$ cat src/rtl/controlador_varredura_matriz_pkg.sv
// Shared types and constants for the LED dot-matrix scan controller.
// Holds the scan state encoding, the row register width and a counter width helper.
package controlador_varredura_matriz_pkg;

   localparam int LARGURA_LINHA = 7;

   typedef enum logic [2:0] {
      OCIOSO,
      CARGA,
      DESLOCA,
      TRAVA,
      ESPERA
   } estado_t;

   // A modulo-1 counter still needs one bit of storage.
   function automatic int largura_contador(input int modulo);
      return (modulo < 2) ? 1 : $clog2(modulo);
   endfunction

endpackage

$ cat src/rtl/controlador_varredura_matriz_contador.sv
// Modulo-M up counter with enable and terminal-count flag.
// Wraps from M-1 straight to 0, so it never needs a synchronous clear.
module contador_modulo
   import controlador_varredura_matriz_pkg::*;
#(
   parameter int M = 4,
   parameter int W = largura_contador(M)
) (
   input  logic         clk,
   input  logic         reset,
   input  logic         incrementa,
   output logic [W-1:0] contagem,
   output logic         terminal
);

   localparam logic [W-1:0] ULTIMO = W'(M - 1);

   logic [W-1:0] contagem_q;
   logic [W-1:0] contagem_d;

   assign terminal = (contagem_q == ULTIMO);
   assign contagem = contagem_q;

   always_comb begin
      contagem_d = contagem_q;
      if (incrementa) begin
         contagem_d = terminal ? '0 : contagem_q + W'(1);
      end
   end

   // NOTE: sequential state uses non-blocking assignments only, with the
   // asynchronous reset as the sole condition ahead of the clocked update.
   always_ff @(posedge clk or posedge reset) begin
      if (reset) begin
         contagem_q <= '0;
      end else begin
         contagem_q <= contagem_d;
      end
   end

endmodule

$ cat src/rtl/controlador_varredura_matriz.sv
// Column scan sequencer for the 7x5 dot-matrix: load, shift, latch, then dwell
// on one column before advancing; columns stay blank outside the dwell phase.
module controlador_varredura_matriz
   import controlador_varredura_matriz_pkg::*;
#(
   parameter int N_COLS = 5,
   parameter int DIV    = 16
) (
   input  logic                      clk,
   input  logic                      reset,
   input  logic                      habilita,
   output logic                      sinal,
   output logic                      desloca,
   output logic                      trava,
   output logic [$clog2(N_COLS)-1:0] indice_coluna,
   output logic [N_COLS-1:0]         colunas,
   output logic                      fim_quadro,
   output logic                      ocupado
);

   localparam int W_BIT = largura_contador(LARGURA_LINHA);
   localparam int W_DIV = largura_contador(DIV);
   localparam int W_IDX = $clog2(N_COLS);

   estado_t estado_q, estado_d;
   logic    sinal_q, sinal_d;
   logic    desloca_q, desloca_d;
   logic    trava_q, trava_d;
   logic    fim_quadro_q, fim_quadro_d;
   logic    ocupado_q, ocupado_d;

   logic             bit_fim, espera_fim, coluna_fim;
   logic [W_BIT-1:0] contagem_bit_unused;
   logic [W_DIV-1:0] contagem_espera_unused;

   contador_modulo #(.M(LARGURA_LINHA), .W(W_BIT)) u_contador_bit (
      .clk        (clk),
      .reset      (reset),
      .incrementa (estado_q == DESLOCA),
      .contagem   (contagem_bit_unused),
      .terminal   (bit_fim)
   );

   contador_modulo #(.M(DIV), .W(W_DIV)) u_contador_espera (
      .clk        (clk),
      .reset      (reset),
      .incrementa (estado_q == ESPERA),
      .contagem   (contagem_espera_unused),
      .terminal   (espera_fim)
   );

   contador_modulo #(.M(N_COLS), .W(W_IDX)) u_contador_coluna (
      .clk        (clk),
      .reset      (reset),
      .incrementa ((estado_q == ESPERA) && espera_fim),
      .contagem   (indice_coluna),
      .terminal   (coluna_fim)
   );

   // Outputs are decoded from the next state so they line up with estado_q.
   always_comb begin
      estado_d = estado_q;
      unique case (estado_q)
         OCIOSO:  if (habilita) estado_d = CARGA;
         CARGA:   estado_d = DESLOCA;
         DESLOCA: if (bit_fim) estado_d = TRAVA;
         TRAVA:   estado_d = ESPERA;
         ESPERA:  if (espera_fim) estado_d = habilita ? CARGA : OCIOSO;
         default: estado_d = OCIOSO;
      endcase

      sinal_d      = (estado_d == CARGA);
      desloca_d    = (estado_d == CARGA) || (estado_d == DESLOCA);
      trava_d      = (estado_d == TRAVA);
      ocupado_d    = (estado_d != OCIOSO);
      fim_quadro_d = (estado_q == ESPERA) && espera_fim && coluna_fim;
   end

   always_ff @(posedge clk or posedge reset) begin
      if (reset) begin
         estado_q     <= OCIOSO;
         sinal_q      <= 1'b0;
         desloca_q    <= 1'b0;
         trava_q      <= 1'b0;
         fim_quadro_q <= 1'b0;
         ocupado_q    <= 1'b0;
      end else begin
         estado_q     <= estado_d;
         sinal_q      <= sinal_d;
         desloca_q    <= desloca_d;
         trava_q      <= trava_d;
         fim_quadro_q <= fim_quadro_d;
         ocupado_q    <= ocupado_d;
      end
   end

   // NOTE: every combinational output gets a default first, so no latch forms.
   always_comb begin
      colunas = '0;
      if (estado_q == ESPERA) begin
         colunas[indice_coluna] = 1'b1;
      end
   end

   assign sinal      = sinal_q;
   assign desloca    = desloca_q;
   assign trava      = trava_q;
   assign fim_quadro = fim_quadro_q;
   assign ocupado    = ocupado_q;

endmodule

$ cat config.mk
export PLATFORM = sky130hd
export DESIGN_NAME = controlador_varredura_matriz
export DESIGN_NICKNAME = d
export VERILOG_FILES = /design/src/rtl/controlador_varredura_matriz_pkg.sv /design/src/rtl/controlador_varredura_matriz_contador.sv /design/src/rtl/controlador_varredura_matriz.sv
export SDC_FILE = /design/constraint.sdc
export NUM_CORES = 1
export LEC_CHECK = 0
export ABC_AREA = 1
export BUFFER_PORTS_ARGS = -buffer_cell sky130_fd_sc_hd__buf_2
export CELL_PAD_IN_SITES_DETAIL_PLACEMENT = 1
export CELL_PAD_IN_SITES_GLOBAL_PLACEMENT = 1
export CORE_ASPECT_RATIO = 0.75
export CORE_MARGIN = 1.5
export CORE_UTILIZATION = 43
export CTS_CLUSTER_SIZE = 12
export DETAILED_ROUTE_END_ITERATION = 8
export PLACE_DENSITY = 0.82
export SLEW_MARGIN = 25
export SYNTH_ARGS = -nofsm -noshare
export SYNTH_HDL_FRONTEND = slang
export SYNTH_SLANG_ARGS = --single-unit
$ cat constraint.sdc
create_clock -name clk -period 3.2 [get_ports clk]
set_input_delay 0 -clock clk [delete_from_list [all_inputs] [get_ports clk]]
set_output_delay 0 -clock clk [all_outputs]
set_load 0.03 [all_outputs]
# == Yosys cells after proc, flatten, opt, wreduce, memory -nomap -nowiden ==
# Cells that the tools add are included.
# word_totals
in_bits,3
out_inout_bits,13
ff_bits,18
# op_classes
add_sub_neg,3
order_cmp,2
mux,11
reduce_logical,6
n_eq_ne,10
# op_table
cell,count
two-way mux 3 bit,5
case mux 3 bit (5 select lines),1
equality test 3 x 2 -> 1 bit (second input constant),4
equality test 3 bit (second input constant),3
adder 3 x 1 -> 3 bit (second input constant),2
equality test 3 x 1 -> 1 bit (second input constant),2
two-way mux 5 bit,1
adder 4 x 1 -> 4 bit (second input constant),1
equality test 4 bit (second input constant),1
< comparator 3 x 4 -> 1 bit (second input constant),1
two-way mux 4 bit,1
demux 1 bit (select 3 bit),1
>= comparator 3 x 1 -> 1 bit (second input constant),1
logical AND 1 bit,3
zero test 3 bit,1
nonzero test 3 bit,1
two-way mux 1 bit,2
logical OR 1 bit,1

# == Longest topological paths before layout ==
# Gate-level depths: netlist of run 1.
# depth
word_depth,5
ltp_mapped,7
depth_no_buf,7

# == By module ==
# Synthesis of run 1 repeated with hierarchy kept, for this count alone.
# hier_totals
cells_unflattened,116
hier_area_um2,933.4
# modules_own_cells
module,n_inst,cells_per_inst,area_each_um2
controlador_varredura_matriz,1,50,421.7
contador_modulo (u_contador_espera),1,25,202.7
contador_modulo (u_contador_coluna),1,22,167.7
contador_modulo (u_contador_bit),1,19,141.4

# == Least setup slack after synthesis of run 1 ==
# No wires, ideal clock.
# synth_timing
path_kind,register to output
start,reg u_contador_coluna.contagem_q[2] (netlist: u_contador_coluna.contagem[2])
end,out colunas[3]
slack_ns,1.764
arrival_ns,1.436
path_stages_with_launch,4
path_buffers,0
cell_sequence,dfrtp_1 -> inv_1 -> nand2_1 -> nor3_1
# synth_via
elab_chain_cells,5
elab_cells_between_ends,6
# synth_lines
item,line,text
from (decl),controlador_varredura_matriz_contador.sv:18,logic [W-1:0] contagem_q;
from (signal assigned),controlador_varredura_matriz_contador.sv:37,contagem_q <= contagem_d;
< comparator 3 x 4 -> 1 bit (not written as such) or >= comparator 3 x 1 -> 1 bit (tied branches),controlador_varredura_matriz.sv:101,colunas[indice_coluna] = 1'b1;
logical AND 1 bit (not written as such),controlador_varredura_matriz.sv:101,
two-way mux 1 bit (not written as such),controlador_varredura_matriz.sv:101,
demux 1 bit (select 3 bit) *,controlador_varredura_matriz.sv:101,
two-way mux 5 bit *,controlador_varredura_matriz.sv:100,if (estado_q == ESPERA) begin
to (decl),controlador_varredura_matriz.sv:16,"output logic [N_COLS-1:0] colunas,"
# Mark *: on every way between the ends. The rest lies on a longest branch, timed or not.

# == Final worst setup path of run 1 ==
# layout_timing
start,reg estado_q[1]
end,out colunas[4]
# layout_via
elab_chain_cells,2
# layout_lines
item,line,text
from (decl),controlador_varredura_matriz.sv:25,"estado_t estado_q, estado_d;"
from (signal assigned),controlador_varredura_matriz.sv:88,estado_q <= estado_d;
equality test 3 bit,controlador_varredura_matriz.sv:100,
two-way mux 5 bit,controlador_varredura_matriz.sv:100,
# Every way passes these cells.

==> out/qor.csv, run 1 <==
metric;value;unit
period_share;47.0;%
yosysWarnings;0;
p_total;812;µW
grt_pass1_vias;699;
insertion_delay;290;ps
die-height;42.5;µm
comb_power_share;38.3;%
critPathLaunchType;register;
p_sw;343;µW
finalWorstPathRequiredPeriod;1510;ps
dp_hpwl;1.47;mm
synth-seq-cells;18;
antenna_found_initial;0;
ys_types;19;
numClockSinks;18;
path_class;reg2out;
fin_nets;129;
power_density;776;nW/µm²
synth.avg_cell_area;8.77;µm²
p_int;469;µW
place_congestion;0.797;
fillers;249;
drv_slew;0;
vias_per_cell;4.89;
setup_violations;0;
leakage;0.000600;µW
multi_input_area;373;µm²
critPathMaxFanout;8;
ant_nets;0;
final_cell_mix;nand2_1, dfrtp_1, inv_1, buf_2, nand3_1;
grt_overflow;0;
cts.clk_slew.worst_paths;100;ps
initial_core_util;45.2;%
numPortBuffers;15;
fin_worst_skew;2.41;ps
grt_max_degree;19;
drive_gt1_share;27.9;%
worstSetupEndpointType;output port;
cts-buffers-inserted;3;
fmax;664;MHz
relSlewSlack;54.3;%
core-area;1980;µm²
min-delay-start;habilita;
drt_pass1_iterations;4;
regArea;450;µm²
grtUsageMet2;28.1;%
setup-tns-final;0;ps
maxCapViolations;0;
synth_nets;108;
ctsRootBufferMaster;clkbuf_4;
hold_class;in2reg;
peakVddDrop;0.548;mV
tritoncts;built;
drtIter0Drc;12;
antenna_cells;0;
cp-startpoint;estado_q[1];
met1_usage;23.4;%
die_x;55.7;µm
dieArea;2370;µm²
worstPathArrival;1510;ps
grt_pass1_wl;3.19;mm
cts-htree-levels;1;
hold_viol;0;
outcome;finished clean;
seq_area_frac_synth;50.3;%
clock_path_buffers;2;
p_seq_share;44.6;%
worstMarginPinSlew;685;ps
rsz0062_at_grt;no;
post_drt_wl_per_cell;12.5;µm
final_common_cell;nand2_1;
routed_wl;1.83;mm
syn_inst;102;
gr-usage-met3;6.48;%
row_count;14;
clkPwrFrac;17.0;%
grt_usage;17.8;%
drc;0;
grt_busiest_layer;met2;
required;3200;ps
synth_area;895;µm²
vias;714;
io_pins;16;
swShare;42.2;%
area_growth;16.9;%
rr_startpoint;u_contador_espera.contagem[0];
==> power by group through the flow <==
stage,Combinational (µW),Clock (µW),Sequential (µW)
after floorplan,201,0,396
after global placement,299,0,360
after detailed placement,317,0,365
after CTS,319,147,362
after global routing,351,156,372
final,311,138,362
==> state kept, by name (all words and copies together) (netlist names) <==
| register | count |
|---|---|
| desloca | 1 |
| estado_q | 3 |
| fim_quadro | 1 |
| ocupado | 1 |
| sinal | 1 |
| trava | 1 |
| u_contador_bit.contagem | 3 |
| u_contador_coluna.contagem | 3 |
| u_contador_espera.contagem | 4 |
==> what timing repair did <==
item,CTS,global route
endpoints found under the hold margin,18,0
setup buffers,0,0
resized for setup,0,0
hold buffers,1,0
==> synth_stat cells <==
| library cell | count | area (µm²) |
|---|---|---|
| nand3_2 | 2 | 20.0 |
| nand3_1 | 9 | 45.0 |
| xor2_1 | 3 | 26.3 |
| nand2_2 | 3 | 18.8 |
| ha_1 | 3 | 37.5 |
| mux2i_1 | 1 | 10.0 |
| nor3_2 | 1 | 10.0 |
| nor2_2 | 2 | 12.5 |
| nand2_4 | 2 | 22.5 |
| dfrtp_1 | 18 | 450 |
| inv_1 | 15 | 56.3 |
| nor3_1 | 3 | 15.0 |
| inv_2 | 4 | 15.0 |
| nor2_1 | 4 | 15.0 |
| a21oi_1 | 1 | 5.00 |
| nand4_1 | 2 | 12.5 |
| nor2_4 | 1 | 11.3 |
| o21ai_0 | 5 | 25.0 |
| nand2_1 | 23 | 86.3 |
==> routing by layer <==
| metal | routed length (µm) | part of all wire [%] |
|---|---|---|
| met5 | 0 | 0 |
| met4 | 13 | 0.71 |
| met3 | 66 | 3.6 |
| met2 | 830 | 45 |
| met1 | 916 | 50 |
==> stage by stage <==
| step | util, % | hold WS [ps] | cell area (µm²) | setup slack [ps] | cells |
|---|---|---|---|---|---|
| 2_1_floorplan | - | -61.4 | 895 | 1760 | 102 |
| 3_3_place_gp | 50.5 | 133 | 1000 | 2000 | 141 |
| 3_5_place_dp | 50.5 | 153 | 1000 | 1910 | 141 |
| 4_1_cts | 52.8 | 49.7 | 1050 | 1670 | 146 |
| 5_1_grt | 52.8 | 93.7 | 1050 | 1570 | 146 |
| 6_report | 52.8 | 63.0 | 1050 | 1690 | 146 |
==> logic make-up after synthesis <==
family          share of synthesized area (%)
buf+inv                                  7.97
flops                                    50.3
mux                                      1.12
fa+ha+maj                                4.20
xor+xnor                                 2.94
compound gates                           3.36
simple gates                             30.1
==> critical path: stages, from the launching register on <==
cell and delay, ps:
dfrtp_1 440, nor2_2 160, nand2_4 120, inv_2 110, nand2_2 70, nor3_2 100, buf_2 210
==> path summary, 6_finish.rpt <==
kind,to,slack (ps),cells after the start
setup / recovery,colunas[4],1690,6
hold / removal,sinal,60,5
setup reg to reg,ocupado,1900,6
hold reg to reg,u_contador_bit.contagem[2],520,2
max in group asynchronous,fim_quadro,2420,3
min in group asynchronous,u_contador_bit.contagem[1],350,3
==> layout make-up <==
class	instances	area share [%]
Sequential cell	18	43.1
Timing Repair Buffer	16	8.13
Inverter	19	6.82
Multi-Input combinational cell	65	35.6
Clock buffer	4	3.47
Tap cell	24	2.87
Note: power is estimated with default switching activity, not from simulation.
==> inputs of run 2 (changes only) <==
--- a/config.mk
+++ b/config.mk
@@ -11,10 +11,10 @@
 export CELL_PAD_IN_SITES_GLOBAL_PLACEMENT = 1
 export CORE_ASPECT_RATIO = 0.75
 export CORE_MARGIN = 1.5
-export CORE_UTILIZATION = 43
+export CORE_UTILIZATION = 39
 export CTS_CLUSTER_SIZE = 12
 export DETAILED_ROUTE_END_ITERATION = 8
-export PLACE_DENSITY = 0.82
+export PLACE_DENSITY = 0.76
 export SLEW_MARGIN = 25
 export SYNTH_ARGS = -nofsm -noshare
 export SYNTH_HDL_FRONTEND = slang
==> constraint.sdc (replaced) <==
create_clock -name clk -period 1.5 [get_ports clk]
set_input_delay 0 -clock clk [delete_from_list [all_inputs] [get_ports clk]]
set_output_delay 0 -clock clk [all_outputs]
set_load 0.03 [all_outputs]
==> run 2 against run 1 <==
Sequential cell count unchanged. Highest routed layer unchanged. Hold slack got worse by 7.4 ps. Worst setup slack got worse by 1700 ps. Sequential share of layout area decreased by 3.3 points. Critical path depth unchanged. Sequential power increased by 110%. Wire length increased by 19%.
==> out/qor.csv, run 2 (synthesis gave the netlist of run 1 again) <==
metric;value;unit;change
hold_path_depth;5;;unchanged
grt_overflow;0;;unchanged
fin_nets;137;;was 129
hold_class;in2reg;;unchanged
ctsRootBufferMaster;clkbuf_4;;unchanged
worstSetupEndpointType;output port;;unchanged
critPathLaunchType;register;;unchanged
outcome;finished clean;;unchanged
drv_slew;0;;unchanged
insertion_delay;300;ps;was 290 ps
tritoncts;built;;unchanged
path_class;reg2out;;unchanged
io_pins;16;;unchanged
ant_nets;0;;unchanged
rsz0062_at_grt;yes;;was no
power_density;1670;nW/µm²;was 776 nW/µm²
leakage;0.000654;µW;was 0.000600 µW
dp_hpwl;1.47;mm;about the same
row_count;14;;unchanged
vias_per_cell;5.05;;was 4.89
fmax;679;MHz;
finalWorstPathRequiredPeriod;1470;ps;
post_drt_wl_per_cell;14.2;µm;was 12.5 µm
drt_pass1_iterations;4;;unchanged
comb_power_share;43.4;%;was 38.3%
fillers;263;;was 249
largest_reg_flops;4;;unchanged
hold_viol;0;;unchanged
p_int;1100;µW;was 469 µW
required;1500;ps;was 3200 ps
peakVddDrop;0.748;mV;was 0.548 mV
finalInstanceArea;1130;µm²;was 1050 µm²
initial_core_util;42.9;%;was 45.2%
antenna_found_initial;0;;unchanged
fin_worst_skew;4.58;ps;was 2.41 ps
period_share;98.1;%;
relSlewSlack;55.0;%;was 54.3%
dpl_cell_area;1000;µm²;unchanged
swShare;41.8;%;was 42.2%
area_growth;26.9;%;was 16.9%
cts-buffers-inserted;3;;unchanged
grt_pass1_vias;690;;was 699
clock_path_buffers;2;;unchanged
die-height;44.5;µm;was 42.5 µm
cts-htree-levels;1;;unchanged
place_congestion;0.779;;was 0.797
core-area;2080;µm²;was 1980 µm²
clkPwrFrac;16.1;%;was 17.0%
routed_wl;2.18;mm;was 1.83 mm
grt_max_degree;19;;unchanged
antenna_cells;0;;unchanged
grt_pass1_wl;3.20;mm;was 3.19 mm
p_seq_share;40.5;%;was 44.6%
worstPathArrival;1470;ps;was 1510 ps
final_cell_mix;nand2_1, dfrtp_1, inv_1;;was nand2_1, dfrtp_1, inv_1, buf_2, nand3_1
dieArea;2590;µm²;was 2370 µm²
final_common_cell;nand2_1;;unchanged
drc;0;;unchanged
fin_hold_ws;55.5;ps;was 63.0 ps
drtIter0Drc;15;;was 12
p_sw;792;µW;was 343 µW
grt_usage;17.2;%;was 17.8%
worstMarginPinSlew;674;ps;was 685 ps
numClockSinks;18;;unchanged
maxCapViolations;0;;unchanged
critPathMaxFanout;6;;was 8
cts.clk_slew.worst_paths;110;ps;was 100 ps
drive_gt1_share;33.1;%;was 27.9%
vias;777;;was 714
setup_violations;0;;unchanged
die_x;58.3;µm;was 55.7 µm
numPortBuffers;15;;unchanged
ff2ff_path_depth;7;;was 6
==> run 2: changes by cell type in the layout (fill, tap and decap cells not counted), sizes merged <==
cell  before  now
buf       15   23
==> run 2: power by group through the flow <==
stage / sequential [µW] / combinational [µW] / clock (µW)
floorplan: 845 / 430 / 0
global placement: 770 / 646 / 0
detailed placement: 773 / 675 / 0
CTS: 772 / 688 / 318
global route: 790 / 922 / 341
finish: 767 / 822 / 305
==> run 2: worst max-delay path: stages (launching register included) <==
cell and delay [ps]:
dfrtp_2 440, nor2_4 140, nand2_4 100, inv_4 90
nand2_4 60, nor2_1 130, buf_2 220
==> run 2: timing repair <==
item	CTS	global route
buffers inserted	0	8
cloned	0	0
hold buffers	1	0
endpoints found under the setup margin	3	3
resized for setup	2	6
endpoints found under the hold margin	18	0
pin swaps	0	2
==> run 2: metal layers <==
layer | global-route usage, % | wire [µm] | vias up
met5 | 0 | 0 | -
met4 | 5.58 | 38 | 0
met3 | 6.14 | 94 | 4
met2 | 27.4 | 1090 | 17
met1 | 21.9 | 959 | 378
li1 | - | - | 378
==> run 2: path summary, 6_finish.rpt <==
kind / startpoint / endpoint / slack (ps)
max: estado_q[1] / colunas[0] / 30
min: habilita / sinal / 60
max reg2reg: u_contador_espera.contagem[0] / ocupado / 180
min reg2reg: u_contador_bit.contagem[2] / u_contador_bit.contagem[2] / 520
max in group asynchronous: reset / estado_q[1] / 690
min in group asynchronous: reset / sinal / 330
==> run 2: layout make-up <==
class	count	area, µm²	area share, %
Timing Repair Buffer	24	154	13.6
Sequential cell	18	452	39.8
Inverter	19	73.8	6.50
Tap cell	24	30.0	2.65
Clock buffer	4	36.3	3.20
Multi-Input combinational cell	65	389	34.3
==> run 2: stage by stage <==
stage,util (%),setup TNS [ps],instances,power [µW],setup WS (ps)
after floorplan,-,0,102,1270,63.7
after global placement,48.0,0,141,1420,306
after detailed placement,48.0,0,141,1450,217
after CTS,50.5,0,146,1780,1.45
after global routing,54.4,-113,154,2050,-41.2
final,54.4,0,154,1890,28.0
==> inputs of run 3 (changes only) <==
--- a/config.mk
+++ b/config.mk
@@ -6,16 +6,17 @@
 export NUM_CORES = 1
 export LEC_CHECK = 0
 export ABC_AREA = 1
-export BUFFER_PORTS_ARGS = -buffer_cell sky130_fd_sc_hd__buf_2
 export CELL_PAD_IN_SITES_DETAIL_PLACEMENT = 1
 export CELL_PAD_IN_SITES_GLOBAL_PLACEMENT = 1
 export CORE_ASPECT_RATIO = 0.75
 export CORE_MARGIN = 1.5
-export CORE_UTILIZATION = 39
+export CORE_UTILIZATION = 43
 export CTS_CLUSTER_SIZE = 12
 export DETAILED_ROUTE_END_ITERATION = 8
-export PLACE_DENSITY = 0.76
+export DONT_BUFFER_PORTS = 1
+export PLACE_DENSITY = 0.75
 export SLEW_MARGIN = 25
 export SYNTH_ARGS = -nofsm -noshare
 export SYNTH_HDL_FRONTEND = slang
+export SYNTH_HIERARCHICAL = 1
 export SYNTH_SLANG_ARGS = --single-unit
==> run 3 against run 2 <==
First-iteration DRC count decreased by 27%. Combinational power decreased by 21%. Clock power about the same. Clock skew increased by 5.5 ps. Via count increased by 1.8%. Sequential power increased by 12%. Sequential share of layout area decreased by 1.5 points. Register-to-register slack got worse by 50 ps. Final area increased by 4.4%. Critical path depth decreased by 1. Global-route usage increased by 2.2 points. Largest power group is now sequential cells. Highest routed layer unchanged.
==> out/qor.csv, run 3 <==
metric;value;unit;change
outcome;finished clean;;unchanged
finalWorstPathRequiredPeriod;1440;ps;was 1470 ps
power_density;1530;nW/µm²;was 1670 nW/µm²
vias;791;;was 777
synth_nets;122;;was 108
antenna_found_initial;0;;unchanged
routed_wl;2.08;mm;was 2.18 mm
critPathMaxFanout;6;;unchanged
worstPathArrival;1440;ps;was 1470 ps
final_cell_mix;nand2_1, inv_1, dfrtp_1;;was nand2_1, dfrtp_1, inv_1
fillers;245;;was 263
worstSetupEndpointType;output port;;unchanged
cts.clk_slew.worst_paths;110;ps;about the same
synth.avg_cell_area;8.05;µm²;was 8.77 µm²
drc;0;;unchanged
grt_pass1_wl;3.65;mm;was 3.20 mm
yosysWarnings;6;;was 0
drtIter0Drc;11;;was 15
numClockSinks;18;;unchanged
peakVddDrop;1.11;mV;was 0.748 mV
insertion_delay;300;ps;about the same
period_share;95.8;%;was 98.1%
seq_area_frac_synth;48.3;%;was 50.3%
ff2ff_path_depth;8;;was 7
core-area;2030;µm²;was 2080 µm²
row_count;14;;unchanged
ctsRootBufferMaster;clkbuf_4;;unchanged
reg2reg_slack;130;ps;was 180 ps
r2r_end;ocupado;;unchanged
final_common_cell;nand2_1;;unchanged
leakage;0.000609;µW;was 0.000654 µW
grt_pass1_vias;797;;was 690
place_inst;149;;was 141
die_x;56.8;µm;was 58.3 µm
synth-edff-count;0;;unchanged
vias_per_cell;4.94;;was 5.05
ys_types;19;;unchanged
ys_async_sr_fraction;100;%;unchanged
fmax;696;MHz;was 679 MHz
clock_path_buffers;2;;unchanged
hold_class;in2reg;;unchanged
grt_overflow;0;;unchanged
fin_hold_ws;14.5;ps;was 55.5 ps
ant_nets;0;;unchanged
numPortBuffers;0;;was 15
fin_worst_skew;10.1;ps;was 4.58 ps
relSlewSlack;79.7;%;was 55.0%
maxCapViolations;0;;unchanged
largest_reg_flops;4;;unchanged
synth_commonest_cells;inv_1, nand2_1, dfrtp_1, nor2_1, nand3_1;;was nand2_1, dfrtp_1, inv_1, nand3_1, o21ai_0
fin_nets;143;;was 137
area_growth;26.9;%;about the same
worstMarginPinSlew;304;ps;was 674 ps
path_class;reg2out;;unchanged
post_drt_wl_per_cell;13.0;µm;was 14.2 µm
synth_area;933;µm²;was 895 µm²
hold_viol;0;;unchanged
drive_gt1_share;32.4;%;was 33.1%
die-height;43.4;µm;was 44.5 µm
syn_inst;116;;was 102
setup-tns-final;0;ps;unchanged
netlist.area_leader.share;48.3;%;was 50.3%
layout.cells.non_filler;160;;was 154
min-delay-start;habilita;;unchanged
grt_usage;19.5;%;was 17.2%
required;1500;ps;about the same
drv_slew;0;;unchanged
cts-htree-levels;1;;unchanged
grt_max_degree;11;;was 19
dieArea;2460;µm²;was 2590 µm²
initial_core_util;45.9;%;was 42.9%
io_pins;16;;unchanged
hold_path_depth;4;;was 5
synth-seq-cells;18;;unchanged
drt_pass1_iterations;4;;unchanged
setup_violations;0;;unchanged
dp_hpwl;1.52;mm;was 1.47 mm
antenna_cells;0;;unchanged
yosys.area.top_type;dfrtp_1;;unchanged
tritoncts;built;;unchanged
yosys-top-cells-area;dfrtp_1, inv_1, nand2_1;;was dfrtp_1, nand2_1, inv_1
rr_startpoint;u_contador_espera/contagem[1];;was u_contador_espera.contagem[0]
hold_end;estado_q[0];;was sinal
cts-buffers-inserted;3;;unchanged
synth-main-ff-cell;dfrtp_1;;unchanged
critPathLaunchType;register;;unchanged
place_congestion;0.790;;was 0.779
run 3: worst max-delay path, stage by stage, from the launching register on:
cell     delay, ps
dfrtp_2        450
nor2_4         140
nand2_4         80
buf_6          150
nor3_2         120
buf_4          190
run 3: logic make-up after synthesis:
logic type	after synthesis	synth area share (%)
adders and majority gates	3	4.02
DFF	18	48.3
and+or+nand+nor	59	30.8
AOI/OAI and AO/OA	8	5.09
buffers and inverters	27	10.9
xor gates and xnor gates	1	0.939
run 3: layout make-up:
type | count | area [µm²] | share of cell area, %
clock buffers | 4 | 36.3 | 3.06
inverters | 27 | 101 | 8.55
multi-input cells | 71 | 430 | 36.3
flip-flops and latches | 18 | 454 | 38.3
well taps | 24 | 30.0 | 2.53
repair buffers | 16 | 133 | 11.2
run 3: repair_timing:
action	4_1_cts	5_1_grt
gates resized for setup	4	12
pin swaps	0	1
hold endpoints to repair	20	0
endpoints found under the setup margin	5	9
setup buffers	2	3
hold buffers	2	0
gates cloned	0	0
run 3: where the power goes:
group | internal [µW] | switching [µW] | leakage, µW
clock | 148 | 156 | 0.0000210
combinational | 262 | 385 | 0.000360
sequential | 640 | 217 | 0.000228
run 3: worst max-delay path by stage:
stage                                              from                             to
after floorplan           u_contador_coluna/contagem[1]                     colunas[0]
after global placement    u_contador_espera/contagem[0]  u_contador_coluna/contagem[2]
after detailed placement  u_contador_espera/contagem[0]  u_contador_coluna/contagem[2]
after CTS                                   estado_q[1]                     colunas[4]
after global routing      u_contador_espera/contagem[0]  u_contador_coluna/contagem[2]
final                                       estado_q[0]                     colunas[1]
run 3: per-stage QoR:
| stage | power [µW] | worst slack (ps) | utilization [%] | cell area (µm²) |
|---|---|---|---|---|
| final | 1810 | 63.4 | 58.3 | 1180 |
| after global routing | 1950 | -6.33 | 58.3 | 1180 |
| after CTS | 1760 | 17.4 | 54.9 | 1110 |
| after detailed placement | 1390 | 27.0 | 50.7 | 1030 |
| after global placement | 1360 | 132 | 50.7 | 1030 |
| after floorplan | 1260 | -58.4 | - | 933 |
run 3: metal layers:
| metal | global-route usage [%] | vias up | routed length, µm |
|---|---|---|---|
| li1 | - | 393 | - |
| met1 | 24.5 | 379 | 960 |
| met2 | 32.8 | 14 | 1010 |
| met3 | 5.37 | 5 | 79 |
| met4 | 6.98 | 0 | 28 |
| met5 | 0 | - | 0 |
